`src/rtl/sifh_peak_scan_pkg.sv`:
```
// Shared sizing defaults, RAM read latency and FSM state encoding for the SiFH peak scanner.
package sifh_peak_scan_pkg;

  localparam int SIFH_NB  = 4;
  localparam int SIFH_PIX = 2;
  localparam int SIFH_AW  = 5;
  localparam int SIFH_CW  = 8;
  localparam int SIFH_PW  = 8;

  localparam int SIFH_RAM_RD_LAT = 1;

  typedef enum logic [2:0] {
    IDLE  = 3'd0,
    SCAN  = 3'd1,
    DRAIN = 3'd2,
    EMIT  = 3'd3,
    DONE  = 3'd4
  } state_t;

endpackage

```
`src/rtl/sifh_argmax_acc.sv`:
```
// Running argmax register: the first word of a pixel loads unconditionally, later words
// replace it only when strictly greater so ties keep the lowest bin.
module sifh_argmax_acc #(
  parameter int NB = 4,
  parameter int CW = 8
) (
  input  logic          clk,
  input  logic          res,
  input  logic          first,
  input  logic          vld,
  input  logic [CW-1:0] data,
  input  logic [NB-1:0] idx,
  output logic [CW-1:0] max,
  output logic [NB-1:0] arg
);

  always_ff @(posedge clk or negedge res) begin
    if (!res) begin
      max <= '0;
      arg <= '0;
    end else if (vld && (first || data > max)) begin
      max <= data;
      arg <= idx;
    end
  end

endmodule

```
`src/rtl/sifh_peak_scan.sv`:
```
// Scans each pixel's histogram bins from RAM, reports the peak bin per pixel over a
// valid/ready stream and optionally zeroes every bin once its data has come back.
//
// state | meaning
// IDLE  | waiting for start
// SCAN  | issuing one bin read per cycle for the current pixel
// DRAIN | last bin's data in flight
// EMIT  | result held on pk_* until accepted
// DONE  | one-cycle done pulse
module sifh_peak_scan
  import sifh_peak_scan_pkg::*;
#(
  parameter int NB  = SIFH_NB,
  parameter int PIX = SIFH_PIX,
  parameter int AW  = SIFH_AW,
  parameter int CW  = SIFH_CW,
  parameter int PW  = SIFH_PW
) (
  input  logic          clk,
  input  logic          res,
  input  logic          start,
  input  logic          clear_en,
  input  logic [CW-1:0] thresh,
  output logic          busy,
  output logic          done,
  output logic [AW-1:0] ram_raddr,
  output logic          ram_ren,
  input  logic [CW-1:0] ram_rdata,
  output logic [AW-1:0] ram_waddr,
  output logic          ram_wen,
  output logic          pk_valid,
  input  logic          pk_ready,
  output logic [PW-1:0] pk_pixel,
  output logic [NB-1:0] pk_bin,
  output logic [CW-1:0] pk_count,
  output logic          pk_hit
);

  localparam int LAT = SIFH_RAM_RD_LAT;

  state_t        state;
  logic          clear_q;
  logic [CW-1:0] thresh_q;
  logic [PW-1:0] pixel;
  logic          last_bin;

  logic [LAT-1:0] vld_pipe;
  logic [AW-1:0]  addr_pipe [LAT];
  logic           rd_vld;
  logic [AW-1:0]  rd_addr;
  logic           rd_first;
  logic [CW-1:0]  max_q;
  logic [NB-1:0]  arg_q;

  // Pixel bases are BINS-aligned, so the low NB address bits are the bin index.
  assign last_bin = (ram_raddr[NB-1:0] == {NB{1'b1}});

  always_ff @(posedge clk or negedge res) begin
    if (!res) begin
      state     <= IDLE;
      busy      <= 1'b0;
      done      <= 1'b0;
      clear_q   <= 1'b0;
      thresh_q  <= '0;
      pixel     <= '0;
      ram_raddr <= '0;
      ram_ren   <= 1'b0;
      pk_valid  <= 1'b0;
    end else begin
      done <= 1'b0;
      case (state)
        IDLE: begin
          if (start) begin
            state     <= SCAN;
            busy      <= 1'b1;
            clear_q   <= clear_en;
            thresh_q  <= thresh;
            pixel     <= '0;
            ram_raddr <= '0;
            ram_ren   <= 1'b1;
          end
        end
        SCAN: begin
          if (last_bin) begin
            state   <= DRAIN;
            ram_ren <= 1'b0;
          end else begin
            ram_raddr <= ram_raddr + 1'b1;
          end
        end
        DRAIN: begin
          state    <= EMIT;
          pk_valid <= 1'b1;
        end
        EMIT: begin
          if (pk_ready) begin
            pk_valid <= 1'b0;
            if (pixel == PW'(PIX - 1)) begin
              state <= DONE;
              done  <= 1'b1;
            end else begin
              state     <= SCAN;
              pixel     <= pixel + 1'b1;
              ram_raddr <= ram_raddr + 1'b1;
              ram_ren   <= 1'b1;
            end
          end
        end
        DONE: begin
          state <= IDLE;
          busy  <= 1'b0;
        end
        default: state <= IDLE;
      endcase
    end
  end

  always_ff @(posedge clk or negedge res) begin
    if (!res) begin
      vld_pipe <= '0;
      for (int i = 0; i < LAT; i++) addr_pipe[i] <= '0;
    end else begin
      vld_pipe[0]  <= ram_ren;
      addr_pipe[0] <= ram_raddr;
      for (int i = 1; i < LAT; i++) begin
        vld_pipe[i]  <= vld_pipe[i-1];
        addr_pipe[i] <= addr_pipe[i-1];
      end
    end
  end

  assign rd_vld   = vld_pipe[LAT-1];
  assign rd_addr  = addr_pipe[LAT-1];
  assign rd_first = rd_vld && (rd_addr[NB-1:0] == '0);

  // Clearing on data arrival guarantees the zero-write always follows its own read.
  assign ram_wen   = rd_vld & clear_q;
  assign ram_waddr = rd_addr;

  sifh_argmax_acc #(
    .NB (NB),
    .CW (CW)
  ) u_acc (
    .clk   (clk),
    .res   (res),
    .first (rd_first),
    .vld   (rd_vld),
    .data  (ram_rdata),
    .idx   (rd_addr[NB-1:0]),
    .max   (max_q),
    .arg   (arg_q)
  );

  assign pk_pixel = pk_valid ? pixel : '0;
  assign pk_bin   = pk_valid ? arg_q : '0;
  assign pk_count = pk_valid ? max_q : '0;
  assign pk_hit   = pk_valid && (max_q >= thresh_q);

endmodule

```
`config.mk`:
```
export PLATFORM = sky130hd
export DESIGN_NAME = sifh_peak_scan
export DESIGN_NICKNAME = d
export VERILOG_FILES = /design/src/rtl/sifh_peak_scan_pkg.sv /design/src/rtl/sifh_argmax_acc.sv /design/src/rtl/sifh_peak_scan.sv
export SDC_FILE = /design/constraint.sdc
export NUM_CORES = 1
export LEC_CHECK = 0
export CAP_MARGIN = 20
export CORE_AREA = 3 3 85 87
export CTS_CLUSTER_SIZE = 10
export DETAILED_ROUTE_END_ITERATION = 8
export DIE_AREA = 0 0 88 90
export GPL_ROUTABILITY_DRIVEN = 1
export PLACE_DENSITY = 0.63
export SYNTH_ARGS = -nofsm -noshare
export SYNTH_HDL_FRONTEND = slang
export SYNTH_HIERARCHICAL = 1
export SYNTH_SLANG_ARGS = --single-unit
```
`constraint.sdc`:
```
create_clock -name clk -period 3.4 [get_ports clk]
set_clock_uncertainty 0.15 [all_clocks]
set_input_delay 0.68 -clock clk [delete_from_list [all_inputs] [get_ports clk]]
set_output_delay 0.68 -clock clk [all_outputs]
set_load 0.005 [all_outputs]
```
-- Word-level counts from Yosys, hierarchy flattened
Index checks and enable logic that the tools add are counted.
Widths: inputs -> output; s select.
- flip-flop bits (word level): 47
- output and inout port bits: 36
- ROM bits: 0
- memories kept: 0
- memory bits (writable): 0
- bits in latches: 0
- mux-type cells: 28
- divide/modulo/power cells: 0
- bitwise gates (word level): 1
- $lt $le $gt $ge: 2
- multiply operators: 0
- add/subtract/negate cells: 2
- shifts and indexed selects: 0
- eq/ne operators: 11
- reductions and logical operators: 17
- operators with widths (kind ; count):
    $mux 8 ; 5
    $mux 5 ; 4
    $pmux 8 s2 ; 1
    $pmux 5 s3 ; 1
    $mux 3 ; 4
    $pmux 3 s4 ; 1
    $ne 2x2->1 const B ; 5
    $reduce_and 5->1 ; 2
    $add 8x1->8 const B ; 1
    $eq 8x1->1 const B ; 1
    $ge 8x8->1 ; 1
    $gt 8x8->1 ; 1
    $mux 1 ; 8
    $eq 3x2->1 const B ; 2
    $reduce_and 2->1 ; 3
    $reduce_bool 2->1 ; 3
    $add 5x1->5 const B ; 1
    $eq 4x4->1 const B ; 1
    $logic_not 4->1 ; 1
    $mux 4 ; 1
    $pmux 1 s2 ; 2
    $reduce_and 4->1 ; 1
    $eq 3x1->1 const B ; 1
    $eq 3x3->1 const B ; 1
    other kinds (7) ; 9

-- Longest topological paths before layout
Gate-level depths: netlist of run 1.
- word-level depth: 4
- gate-level depth with buffers: 7

-- By module
Netlist of run 1, hierarchy kept.
- by module, submodules not included (module ; cells each ; sequential area each (um^2) ; times used ; area each (um^2)):
    sifh_peak_scan ; 202 ; 875.8 ; 1 ; 1910.6
    sifh_argmax_acc ; 56 ; 300.3 ; 1 ; 666.9

-- Worst setup path after synthesis of run 1
Ideal clock, no wire load.
- kind: input -> register
- from: input ram_rdata[7]
- to: register u_acc.arg[0]
- cell stages on the path: 6
- library setup time: 0.125 ns
- setup slack: 0.876 ns
- data required time: 3.125 ns
- path buffers: 1
- arrival time: 2.249 ns
- cells stage by stage: ha_1 -> nand4_1 -> or4_4 -> o311ai_2 -> buf_6 -> mux2_2
- word-level cells in the longest chain between the ends: 3
- RTL lines (element ; line ; RTL):
    start, declared ; sifh_peak_scan.sv:28 ; input logic [CW-1:0] ram_rdata,
    $gt 8x8->1 ; sifh_argmax_acc.sv:21 ; end else if (vld && (first || data > max)) begin
    $logic_or 1x1->1 ; sifh_argmax_acc.sv:21 ;
    $logic_and 1x1->1 ; sifh_argmax_acc.sv:21 ;
    end signal, assigned ; sifh_argmax_acc.sv:23 ; arg <= idx;
    end, declared ; sifh_argmax_acc.sv:14 ; output logic [NB-1:0] arg
Every way passes these cells.
A chain may end at the register's enable or synchronous reset.

-- Worst setup path in the final report of run 1
- from: register u_acc.max[0]
- to: output pk_hit
- word-level cells in the longest chain between the ends: 2
- RTL lines (element ; line ; RTL):
    start, declared ; sifh_argmax_acc.sv:13 ; output logic [CW-1:0] max,
    start signal, assigned ; sifh_argmax_acc.sv:22 ; max <= data;
    $ge 8x8->1 ; sifh_peak_scan.sv:157 ; assign pk_hit = pk_valid && (max_q >= thresh_q);
    $logic_and 1x1->1 ; sifh_peak_scan.sv:157 ;
    end, declared ; sifh_peak_scan.sv:36 ; output logic pk_hit
Every way passes these cells.

==> results.md, run 1 <==
* Net switching power at 0.000874 W
* Max Fanout on Critical Path at 4
* Logic pwr share at 0.442
* Multi-input combinational cell area at 1270 um^2
* Critical path's slowest cell: clkdlybuf4s50_1
* Final ANT Viol Nets at 0
* Syn_nets at 298
* CP Class: register to output pin
* Site row count at 29
* Dpl cells at 383
* Synthesized instance count at 258
* Clock slew at reported path FFs at around 0.09 ns
* TNS Setup at 0 ns
* Max_cap viols at 0
* FF+latch count, synth at 47
* Layout cells sized above 1 at 0.120
* Ant. Diodes at 0
* Design area at around 3300 um^2
* Average size of a mapped cell at 9.99 um^2
* Die height at around 90 um
* Cell Area, Placed at 3180 um^2
* Drt first pass iters at 4
* Worst-Margin Slew at 0.643 ns
* H-tree lvl count at 2
* WP data required at about 2.6 ns
* Reg-to-reg slack, setup at 0.86 ns
* Worst path arrival time at 2.19 ns
* Drt initial violations at 70
* CP top delay family: buffers and inverters
* Inserted Clock Buffers at 5
* Non-Filler Instances at 393
* Gp weighted congestion at 0.799
* DRT Wirelength at 5680 um
* Crit path time final at around 3.0 ns
* Congestion Overflow GR at 0
* Fill cells at 583
* Fraction of registers with async set/reset at 1.00
* Vias in the first global route at ~2000
* Nets at ~360
* Synth warn at 6
* Largest net degree at the start of global routing at 48
* Clock Path Buffers at 2
* Most frequent cells in the layout: 55 x clkdlybuf4s50_1, 47 x dfrtp_1, 25 x nand2_1, 23 x o21ai_0
* Library cells used by synthesis at 40
* Count of flip-flops with a built-in enable after synthesis at 0
* # setup viols final at 0
* Core area at 6420 um^2
* CTS root buf: clkbuf_8
* RSZ-0062 raised after global routing: no
* Min Hold Slack at 0.101 ns
* TritonCTS clock tree: done
* Die area at 7920 um^2
* Leakage dissipation at 1.48 nW
* Setup repair bufs after CTS at 0
* Clk pwr share at 0.170
* Max VDD drop at around 0.37 mV
* Worst-path cell chain: inv_1 > ha_1 > nand2b_1 > a21oi_1 > o21ai_0 > nand2_1 > a31oi_1 > clkdlybuf4s50_1
* Routed len/inst at 14.5 um
* Die X-Extent at 88 um
* Vias at ~2000
* Initial antenna violation count at 0
* Final period utilization at 0.887
* Startpoint types: register
* Final slew viol count at 0
* Reg area at 1180 um^2
* Commonest non-fill, non-tap cell in the layout: clkdlybuf4s50_1
* Layout Area Growth over Synthesis at 28.9%
* Initial Utilization at 0.401
* CP Buf/Inv Count at 2
* Worst-skew pair later-pin latency at 0.30 ns
* Switching part of the total power at 0.352
* Seq pwr share at 0.389
* Hold Fails Final Rpt at 0
* F_max at between 300 and 400 MHz
* First-pass GRT wire length at 9600 um
* Hold Buf Count CTS at 0
* GRT Overall Usage at 0.149
* Post-DP HPWL at 4110 um
* Synth Cell Area at 2580 um^2
* Status: completed
* Worst Hold Class: input port to async pin
* Critical path endpoint category: output pin
* # port buffers at between 50 and 60
* Rel. slew slack at 0.572
* Ports at 57
* DRC Markers at 0
* Pwr/cell area at 747 nW/um^2
* Register area share after synthesis at 0.456
* Vias per cell at 5.10
* CP max stage delay at 0.52 ns
* CTS sink cnt at 47
* Resize count post-CTS at 0
* Main synth FF type: dfrtp_1
* Cell Int Power at 0.00161 W
[layer usage]
metal  wire, um  up-vias  share of wire  global-route usage
li1           -     1012              -                   -
met1       2610      938           0.46               0.201
met4         54        0         0.0095              0.0345
met5          0        -              0                   0
met2       2710       46           0.48               0.240
met3        309        8          0.054              0.0329
[power by group through the flow]
| stage | logic (W) | clock network, W | registers, W |
|---|---|---|---|
| CTS | 0.00110 | 0.000436 | 0.000968 |
| detailed placement | 0.00109 | 0 | 0.000979 |
| global route | 0.00126 | 0.000461 | 0.000996 |
| finish | 0.00110 | 0.000421 | 0.000964 |
| global placement | 0.00106 | 0 | 0.000973 |
| floorplan | 0.000759 | 0 | 0.000906 |
[registers in the layout, indices dropped and copies added (netlist names), 3 cells and up]
signal and cells:
ram_waddr 5, u_acc/max 8, pixel 8, state 3, u_acc/arg 4, thresh_q 8
ram_raddr 5
[worst register-to-register path: stages, from the launching register on]
cell	delay, ns
dfrtp_1	0.41
inv_1	0.06
ha_1	0.31
nand4_1	0.15
or4_4	0.54
o311ai_2	0.18
buf_4	0.27
mux2_2	0.35
[stage by stage]
| stage | utilization | power [W] | worst slack (ns) |
|---|---|---|---|
| floorplan | - | 0.00166 | 0.876 |
| global placement | 0.495 | 0.00204 | 0.0749 |
| detailed placement | 0.495 | 0.00207 | 0.0407 |
| CTS | 0.513 | 0.00250 | 0.356 |
| global route | 0.517 | 0.00271 | 0.195 |
| finish | 0.517 | 0.00248 | 0.383 |
[kinds of logic after synthesis]
group / synth area share
adders and majority gates: 0.0922
muxes: 0.0612
DFF: 0.456
and+or+nand+nor: 0.194
AOI/OAI and AO/OA: 0.145
buffers and inverters: 0.0519
[Yosys cell counts (2+ instances only)]
cell type / n / area share
buf_6: 2 / 0.0087
o22a_1: 2 / 0.0068
nor3_1: 4 / 0.0078
a31oi_1: 4 / 0.0097
dfrtp_1: 47 / 0.46
nand2b_1: 4 / 0.0097
nand3_1: 6 / 0.012
o31ai_1: 2 / 0.0058
a22o_1: 2 / 0.0068
inv_1: 21 / 0.031
nand4_1: 3 / 0.0073
nor4_1: 2 / 0.0049
ha_1: 19 / 0.092
nor2_1: 15 / 0.022
and3_1: 4 / 0.0097
and2_1: 21 / 0.051
o41ai_1: 2 / 0.0068
buf_2: 5 / 0.0097
o21ai_0: 23 / 0.045
mux2_2: 14 / 0.061
clkbuf_1: 2 / 0.0029
a21oi_1: 11 / 0.021
nand2_1: 25 / 0.036
a21o_1: 2 / 0.0058
[worst paths after layout]
path	cells after the start	from	end
worst max-delay path	8	u_acc/max[0]$_DFFE_PN0P_	pk_hit
worst min-delay path	1	res	thresh_q[4]$_DFFE_PN0P_
min in group clk	0	ram_ren$_DFFE_PN0P_	rd_vld$_DFF_PN0_
max in group asynchronous	2	res	u_acc/arg[2]$_DFFE_PN0P_
worst max register to register	7	u_acc/max[7]$_DFFE_PN0P_	u_acc/arg[3]$_DFFE_PN0P_
worst min register to register	0	ram_ren$_DFFE_PN0P_	rd_vld$_DFF_PN0_
[layout make-up]
type / instances / area share
multi-input cells: 181 / 0.382
repair buffers: 59 / 0.178
clock buffers: 5 / 0.0207
inverters: 21 / 0.0237
well taps: 77 / 0.0290
flip-flops and latches: 47 / 0.354
clock inverters: 3 / 0.0132
Note: power is estimated with default switching activity, not from simulation.
==> run 2: changes to the inputs <==
GPL_TIMING_DRIVEN = 1   (was not set)
==> results of run 2 <==
Final layout, timing and power as in run 1 (identical DEF).
==> run 3: changes to the inputs <==
SLEW_MARGIN = 0   (was not set)
TNS_END_PERCENT = 20   (was not set)
==> results of run 3 <==
Final layout, timing and power as in run 1 (identical DEF).
